===== config.mk =====
export PLATFORM = sky130hd
export DESIGN_NAME = fifo_get_arbiter
export DESIGN_NICKNAME = d
export VERILOG_FILES = /design/src/rtl/fifo_get_arbiter_pkg.sv /design/src/rtl/fifo_get_arbiter_rr_priority_select.sv /design/src/rtl/fifo_get_arbiter.sv
export SDC_FILE = /design/constraint.sdc
export NUM_CORES = 1
export LEC_CHECK = 0
export CORE_MARGIN = 1
export CORE_UTILIZATION = 60
export DETAILED_ROUTE_END_ITERATION = 8
export DONT_BUFFER_PORTS = 1
export PLACE_DENSITY = 0.76
export REMOVE_ABC_BUFFERS = 1
export SLEW_MARGIN = 5
export SYNTH_ARGS = -nofsm -noshare
export SYNTH_HDL_FRONTEND = slang
export SYNTH_HIERARCHICAL = 1
export SYNTH_SLANG_ARGS = --single-unit

===== constraint.sdc =====
create_clock -name clk -period 1.9 [get_ports clk]
set_clock_uncertainty 0.15 [all_clocks]
set_input_delay 0.285 -clock clk [delete_from_list [all_inputs] [get_ports clk]]
set_output_delay 0.285 -clock clk [all_outputs]
set_load 0.01 [all_outputs]

===== src/rtl/fifo_get_arbiter_pkg.sv =====
// Shared definitions for the FIFO GET arbiter.
// Contents:
//   arb_state_t       - arbiter FSM states (ARB_IDLE, ARB_BURST)
//   DEF_*             - default values for the top-level parameters
//   clog2_min1()      - bit width for an index, never less than 1
package fifo_get_arbiter_pkg;

    typedef enum logic [0:0] {
        ARB_IDLE  = 1'b0,
        ARB_BURST = 1'b1
    } arb_state_t;

    localparam int DEF_N_REQ     = 4;
    localparam int DEF_DW        = 32;
    localparam int DEF_BURST_LEN = 8;
    localparam int DEF_READ_LAT  = 1;

    function automatic int clog2_min1(input int value);
        return (value > 1) ? $clog2(value) : 1;
    endfunction

endpackage


===== src/rtl/fifo_get_arbiter_rr_priority_select.sv =====
// Round-robin priority selector (purely combinational).
// Scans req starting at start and wrapping modulo N_REQ; reports the first
// requesting index.
// Ports:
//   req    in   N_REQ  request vector
//   start  in   PW     scan start position (must be < N_REQ)
//   index  out  PW     first requesting index at or after start
//   found  out  1      1 when any request bit is set
module rr_priority_select #(
    parameter int N_REQ = 4,
    parameter int PW    = 2
) (
    input  logic [N_REQ-1:0] req,
    input  logic [PW-1:0]    start,
    output logic [PW-1:0]    index,
    output logic             found
);

    int pos;

    // NOTE: every combinationally assigned signal gets a default before any
    // conditional assignment, so no path leaves it unassigned (no latch).
    always_comb begin
        index = '0;
        found = 1'b0;
        pos   = 0;
        for (int k = 0; k < N_REQ; k++) begin
            // Explicit wrap instead of a modulo so non-power-of-2 N_REQ works.
            pos = int'(start) + k;
            if (pos >= N_REQ) begin
                pos = pos - N_REQ;
            end
            if (!found && req[PW'(pos)]) begin
                found = 1'b1;
                index = PW'(pos);
            end
        end
    end

endmodule


===== src/rtl/fifo_get_arbiter.sv =====
// Shares one input-FIFO read port between N_REQ streaming cores.
// Round-robin grant with a bounded burst of at most BURST_LEN reads; each
// returned word is tagged with a one-hot valid for the core that read it,
// READ_LAT cycles after its read strobe.
// Ports:
//   clk           in   1      clock, all state on rising edge
//   reset         in   1      synchronous, active-high reset
//   req           in   N_REQ  per-core read request (level)
//   empty         in   1      shared FIFO empty flag
//   fifo_dout     in   DW     shared FIFO read data
//   fifo_read_en  out  1      FIFO read strobe (combinational)
//   grant         out  N_REQ  one-hot current owner, registered; 0 when idle
//   data_out      out  DW     fifo_dout broadcast to all cores
//   valid_out     out  N_REQ  one-hot owner of data_out this cycle
//   busy          out  1      1 while in the burst state
module fifo_get_arbiter
    import fifo_get_arbiter_pkg::*;
#(
    parameter int N_REQ     = DEF_N_REQ,
    parameter int DW        = DEF_DW,
    parameter int BURST_LEN = DEF_BURST_LEN,
    parameter int READ_LAT  = DEF_READ_LAT
) (
    input  logic             clk,
    input  logic             reset,
    input  logic [N_REQ-1:0] req,
    input  logic             empty,
    input  logic [DW-1:0]    fifo_dout,
    output logic             fifo_read_en,
    output logic [N_REQ-1:0] grant,
    output logic [DW-1:0]    data_out,
    output logic [N_REQ-1:0] valid_out,
    output logic             busy
);

    localparam int PW = clog2_min1(N_REQ);
    localparam int CW = clog2_min1(BURST_LEN);
    localparam logic [PW-1:0] LAST_IDX = PW'(N_REQ - 1);
    localparam logic [CW-1:0] LAST_CNT = CW'(BURST_LEN - 1);

    arb_state_t       state, state_n;
    logic [PW-1:0]    owner, owner_n;
    logic [PW-1:0]    rr_ptr, rr_ptr_n;
    logic [CW-1:0]    count, count_n;
    logic [N_REQ-1:0] grant_n;
    logic [PW-1:0]    sel_idx;
    logic             sel_found;
    logic             owner_req;
    logic             rd;
    logic             burst_done;

    // Tag pipe: stage i holds the read issued i+1 cycles ago.
    logic [READ_LAT-1:0] tag_vld;
    logic [PW-1:0]       tag_own [READ_LAT];

    rr_priority_select #(
        .N_REQ (N_REQ),
        .PW    (PW)
    ) u_select (
        .req   (req),
        .start (rr_ptr),
        .index (sel_idx),
        .found (sel_found)
    );

    assign owner_req    = req[owner];
    // Reads only in BURST; reset masks the strobe so nothing is popped while
    // the arbiter is being cleared.
    assign rd           = (state == ARB_BURST) && owner_req && !empty && !reset;
    assign fifo_read_en = rd;
    assign data_out     = fifo_dout;
    assign busy         = (state == ARB_BURST);

    // Burst ends on the last permitted read, or when the owner withdraws its
    // request. An empty stall with the request still up simply holds.
    assign burst_done = (rd && (count == LAST_CNT)) || (!rd && !owner_req);

    always_comb begin
        state_n  = state;
        owner_n  = owner;
        rr_ptr_n = rr_ptr;
        count_n  = count;
        grant_n  = grant;
        case (state)
            ARB_IDLE: begin
                if (sel_found) begin
                    state_n          = ARB_BURST;
                    owner_n          = sel_idx;
                    count_n          = '0;
                    grant_n          = '0;
                    grant_n[sel_idx] = 1'b1;
                end
            end
            ARB_BURST: begin
                if (rd) begin
                    count_n = count + 1'b1;
                end
                if (burst_done) begin
                    state_n  = ARB_IDLE;
                    grant_n  = '0;
                    rr_ptr_n = (owner == LAST_IDX) ? '0 : owner + 1'b1;
                end
            end
            default: begin
                state_n = ARB_IDLE;
                grant_n = '0;
            end
        endcase
    end

    // NOTE: sequential state uses non-blocking assignments only, so every
    // register samples the pre-edge values of the others.
    always_ff @(posedge clk) begin
        if (reset) begin
            state  <= ARB_IDLE;
            owner  <= '0;
            rr_ptr <= '0;
            count  <= '0;
            grant  <= '0;
        end else begin
            state  <= state_n;
            owner  <= owner_n;
            rr_ptr <= rr_ptr_n;
            count  <= count_n;
            grant  <= grant_n;
        end
    end

    // NOTE: the tag pipe is reset as a whole, not just its valid bits, so
    // in-flight tags are discarded and no stale owner index survives reset.
    always_ff @(posedge clk) begin
        if (reset) begin
            tag_vld <= '0;
            for (int i = 0; i < READ_LAT; i++) begin
                tag_own[i] <= '0;
            end
        end else begin
            tag_vld[0] <= rd;
            tag_own[0] <= owner;
            for (int i = 1; i < READ_LAT; i++) begin
                tag_vld[i] <= tag_vld[i-1];
                tag_own[i] <= tag_own[i-1];
            end
        end
    end

    always_comb begin
        valid_out = '0;
        if (tag_vld[READ_LAT-1]) begin
            valid_out[tag_own[READ_LAT-1]] = 1'b1;
        end
    end

endmodule


Word level (Yosys, flattened, before mapping)
Memory sizes are Yosys's and may differ from the RTL's.
Cells that the tools add are included.

storage, ports and cells
  register bits = 13
  latch bits = 0
  bits in writable memories = 2
  memory bits (read-only) = 0
  input port bits = 39
  memories kept = 1

memory list
  memory   depth  width  rd ports  clocked after memory_dff  write ports  RTL line                source
  tag_own  1      2      1         0                         1            fifo_get_arbiter.sv:54  logic [PW-1:0] tag_own [READ_LAT];

operators by class
  add/sub/neg operators = 9
  multipliers = 0
  divide/modulo/power cells = 0
  order comparisons = 13
  equal/unequal tests = 5
  shifts and indexed selects = 0
  multiplexer cells = 46
  bitwise gates (word level) = 1
  reduce and logical (&&, ||, !) cells = 23

operators with widths
  kind                                                                count
  2-to-1 mux 1 bit                                                    21
  2-to-1 mux 2 bit                                                    10
  less-than comparator 2 x 4 -> 1 bit (second input constant)         4
  2-to-1 mux 4 bit                                                    3
  binary-select mux 1 bit (select 2 bit)                              5
  logical AND 1 bit                                                   10
  greater-or-equal comparator 3 bit (second input constant)           3
  less-than comparator 2 x 3 -> 1 bit (second input constant)         3
  case mux 4 bit (2 select lines)                                     1
  AND reduction 2 bit                                                 4
  subtractor 2 x 1 -> 2 bit (second input constant)                   4
  logical NOT 1 bit                                                   7
  adder 2 x 2 -> 3 bit (second input constant)                        2
  2-to-1 mux 3 bit                                                    2
  case mux 3 bit (2 select lines)                                     1
  demux 1 bit (select 2 bit)                                          2
  greater-or-equal comparator 2 x 1 -> 1 bit (second input constant)  2
  inequality test 2 x 1 -> 1 bit (second input constant)              2
  adder 2 x 1 -> 3 bit (second input constant)                        1
  adder 3 x 1 -> 3 bit (second input constant)                        1
  equality test 3 bit (second input constant)                         1
  greater-or-equal comparator 2 x 3 -> 1 bit (second input constant)  1
  adder 2 x 1 -> 2 bit (second input constant)                        1
  equality test 2 bit (second input constant)                         1
  other kinds (5)                                                     5

Depth between registers and ports, before layout
  depth after elaboration = 21
  depth in mapped cells = 5
  depth with buffers taken out = 5

Cells and area by module
Netlist, hierarchy kept.

by module, submodules not included
  module              instances  cells each  area an instance (µm²)  seq. area each (µm²)
  fifo_get_arbiter    1          104         992.2                   300.3
  rr_priority_select  1          15          77.6                    0.0

Worst setup path after synthesis
OpenSTA, ideal clock, no wires.

  kind = register to register
  start point = register count[0]
  end point = register rr_ptr[0]
  setup time = 0.123 ns
  arrival = 1.379 ns
  required time = 1.627 ns
  slack = 0.247 ns
  stages on the path, launching flop included = 6
  buffers on the path = 0
  period minus slack after synthesis = 1.653 ns
  cells stage by stage = dfxtp_1 -> ha_1 -> ha_1 -> nor4bb_4 -> a221oi_2 -> mux2_1

between the ends
  cells in the longest elaborated chain, start to end = 4

ends and longest elaborated chain
  what                           RTL line                 source
  start: declaration             fifo_get_arbiter.sv:44   logic [CW-1:0] count, count_n;
  start signal: assignment       fifo_get_arbiter.sv:124  count <= count_n;
  equality test 3 bit            fifo_get_arbiter.sv:76   assign burst_done = (rd && (count == LAST_CNT)) || (!rd && !owner_req);
  logical AND 1 bit              fifo_get_arbiter.sv:76
  logical OR 1 bit               fifo_get_arbiter.sv:76
  AND reduction 2 bit (no line)  -
  end signal: assignment         fifo_get_arbiter.sv:123  rr_ptr <= rr_ptr_n;
  end: declaration               fifo_get_arbiter.sv:43   logic [PW-1:0] rr_ptr, rr_ptr_n;

No other way between the ends.
A chain may end at the register's enable or synchronous reset.

Worst setup path after layout
  start point = register owner[0]
  end point = output fifo_read_en

between the ends
  cells in the longest elaborated chain, start to end = 5

ends and longest elaborated chain
  what                                    RTL line                 source
  start: declaration                      fifo_get_arbiter.sv:42   logic [PW-1:0] owner, owner_n;
  start signal: assignment                fifo_get_arbiter.sv:122  owner <= owner_n;
  binary-select mux 1 bit (select 2 bit)  fifo_get_arbiter.sv:66   assign owner_req = req[owner];
  2-to-1 mux 1 bit (not written as such)  fifo_get_arbiter.sv:66
  logical AND 1 bit (3 in a row)          fifo_get_arbiter.sv:69   assign rd = (state == ARB_BURST) && owner_req && !empty && !reset;
  end: declaration                        fifo_get_arbiter.sv:29   output logic fifo_read_en,

No other way between the ends. The select of a mux whose other input is x is not followed.

==> flow_metrics.py <==
metrics = {
    "status": {
        "outcome": "finished, violations left",
        "violations": "design-rule violations",
    },
    "min_path": {
        "whs_path_depth": 2,
        "worstHoldEndpoint": "rr_ptr[1]",
        "hold_path_class": "in2reg",
        "hp-start": "reset",
    },
    "die": {
        "core.rowCount": 14,
        "core_area_um2": 1577,
        "start_util_pct": 67.86,
        "fp.dieW_um": 44.23,
        "io_pins": 81,
        "die_area_um2": 1956,
        "die-height_um": 44.23,
    },
    "timing": {
        "worst_pin_slew_ns": 0.4132,
        "totalNegativeSetupSlack_ns": 0,
        "hold_ws_ns": 0.02871,
        "max_freq_ghz": 0.5490,
        "layout_worst_path_cycle_share_pct": 95.88,
        "rsz0062_at_grt": "no",
        "drv_slew": 0,
        "period_needed_ns": 1.822,
        "hold_viol_final": 0,
        "relSlewSlack_pct": 72.40,
        "finalSetupViolations": 0,
    },
    "synth": {
        "seq_area_frac_synth_pct": 28.07,
        "syn_avg_cell_area_um2": 8.990,
        "yosysMostFrequentCell": "buf_4",
        "synth_area_leaders": "dfxtp_1 28%, buf_4 22%, inv_1 3.9%",
        "yosys.area.top_type": "dfxtp_1",
        "synthFlopType": "dfxtp_1",
        "synth_cells": 119,
        "yosys-top-cells-count": "32 x buf_4, 15 x dfxtp_1, 11 x inv_1",
        "synth_top_area_share_pct": 28.07,
        "synth_cell_types": 34,
        "ys_seq_elements": 15,
        "ys_async_sr_fraction_pct": 0,
        "synth_warnings": 6,
        "synth_edf_count": 0,
        "netlist_area_um2": 1070,
    },
    "clock_network": {
        "numCtsBuffers": 3,
        "root_buffer": "clkbuf_4",
        "clkTransAtPathRegs_ns": 0.08,
        "cts_tree": "yes",
        "htreeDepth": 1,
        "cts.sinks": 15,
        "clock_path_buffers": 2,
        "clock_latency_ns": 0.29,
    },
    "placed_design": {
        "io_buffer_count": 0,
        "place_congestion": 0.9177,
        "dpl.hpwl_mm": 2.379,
    },
    "routing": {
        "post-route-drc-count": 6,
        "wirelength_mm": 2.883,
        "wl_met2_mm": 1.235,
        "vias": 716,
        "drtAntennaViolNets": 0,
        "first_pass_iters": 6,
        "highest_layer": "met4",
        "routedWlPerCell_um": 26.45,
        "routed-wl-met3_um": 660,
        "via_per_inst": 6.569,
        "dr.first_iter.drc_count": 21,
        "drt-met1-wl_um": 951,
    },
    "setup_path": {
        "crit_fanout": 7,
        "r2r_setup_slack_ns": 0.15,
        "cp-start-kind": "flop",
        "rr_worst_depth": 5,
        "timing.rr.end": "grant[2]",
        "r2r_start": "count[0]",
        "endpoint_kind": "output port",
        "arrival_ns": 1.39,
        "cp.required_ns": 1.46,
        "criticalPathCategory": "reg2out",
    },
    "flow_run": {
        "cap_viol_max_count": 0,
    },
    "global_route": {
        "grt_max_degree": 14,
        "antenna_found_initial": 0,
        "track_usage_pct": 31.73,
        "grt_first_pass_wirelength_mm": 4.112,
        "grt-ovfl-total": 0,
        "grt_pass1_vias": 703,
    },
    "cells_and_area": {
        "diodes": 0,
        "area_delta_synth_final_pct": -15.67,
        "layout-drive-gt1-share_pct": 16.13,
        "nNetsFinal": 136,
    },
    "pwr": {
        "p_leak_nw": 0.3900,
        "max-vdd-ir-drop_uv": 420.8,
        "p_per_area_nw_per_um2": 709.8,
    },
}
sequential cells by signal (all words and copies together) (netlist names):
name and cells:
rr_ptr 2, tag_vld 1, count 3, owner 2, busy 1, grant 4
tag_own 2
through the flow:
step                instance area (µm²)  setup WS, ns  util, %  cells  power, mW
floorplan                         825.8        0.2473        -     86     0.4409
global placement                  845.8        0.2049    53.65    102     0.4558
detailed placement                845.8        0.1499    53.65    102     0.4604
CTS                               884.6      0.003369    56.11    107     0.6459
global route                      902.1       0.02196    57.22    109     0.6818
finish                            902.1       0.07835    57.22    109     0.6403
placed cells by master (no fill, tap or decap), types with 2 or more instances in the layout:
| master | count |
|---|---|
| dfxtp_1 | 14 |
| inv_1 | 11 |
| a21oi_1 | 6 |
| nand2_1 | 5 |
| nor2_1 | 4 |
| mux2i_1 | 4 |
| nor2b_1 | 4 |
| nand2b_1 | 4 |
| o32ai_1 | 4 |
| nor3b_1 | 3 |
| ha_1 | 3 |
| clkbuf_4 | 3 |
| nand3b_1 | 2 |
| mux2_4 | 2 |
| buf_4 | 2 |
timing repair:
| action | CTS | global route |
|---|---|---|
| resized for setup | 1 | 1 |
| hold buffers | 1 | 0 |
| endpoints found under the hold margin | 5 | 0 |
| setup buffers | 0 | 2 |
| setup endpoints to repair | 1 | 1 |
worst max-delay path by stage:
stage | startpoint | end | slack, ns | cells after the start
after global placement | count[0] | rr_ptr[0] | 0.20 | 5
after global routing | owner[0] | fifo_read_en | 0.02 | 3
after detailed placement | count[0] | grant[2] | 0.15 | 5
after CTS | owner[0] | fifo_read_en | 0.003 | 3
after floorplan | count[0] | rr_ptr[0] | 0.25 | 5
final | owner[0] | fifo_read_en | 0.08 | 3
logic make-up (layout without fill, tap and decap cells):
| family | Yosys count | count (layout) | share of synthesized area, % |
|---|---|---|---|
| buffers and inverters | 45 | 19 | 27.02 |
| AND/OR/NAND/NOR | 33 | 33 | 21.17 |
| AO/OA/AOI/OAI | 15 | 15 | 10.53 |
| flip-flops | 15 | 15 | 28.07 |
| multiplexers | 8 | 8 | 9.708 |
| adder cells (fa/ha/maj) | 3 | 3 | 3.509 |
cell type report:
| class | count | area (µm²) |
|---|---|---|
| sequential | 15 | 304.0 |
| clock buffer | 3 | 22.52 |
| inverter | 12 | 45.04 |
| fill | 145 | 674.4 |
| tap | 16 | 20.02 |
| clock inverter | 1 | 5.005 |
| multi-input combinational | 59 | 480.5 |
| timing repair buffer | 3 | 25.02 |
critical path, cell delays in order (launching register included):
cell and delay (ns):
dfxtp_4 0.39, mux4_2 0.53, nand3_4 0.11, inv_1 0.07
power breakdown:
part / switching (mW) / internal [mW]
combinational: 0.0511 / 0.0496
sequential: 0.0258 / 0.333
clock: 0.103 / 0.0783
total: 0.179 / 0.461
routing by layer:
layer	GRT usage (%)	vias up
li1	-	324
met1	28.97	330
met2	44.71	55
met3	36.33	7
met4	11.52	0
met5	0	-
No activity file was read; power rests on OpenSTA's default activity.
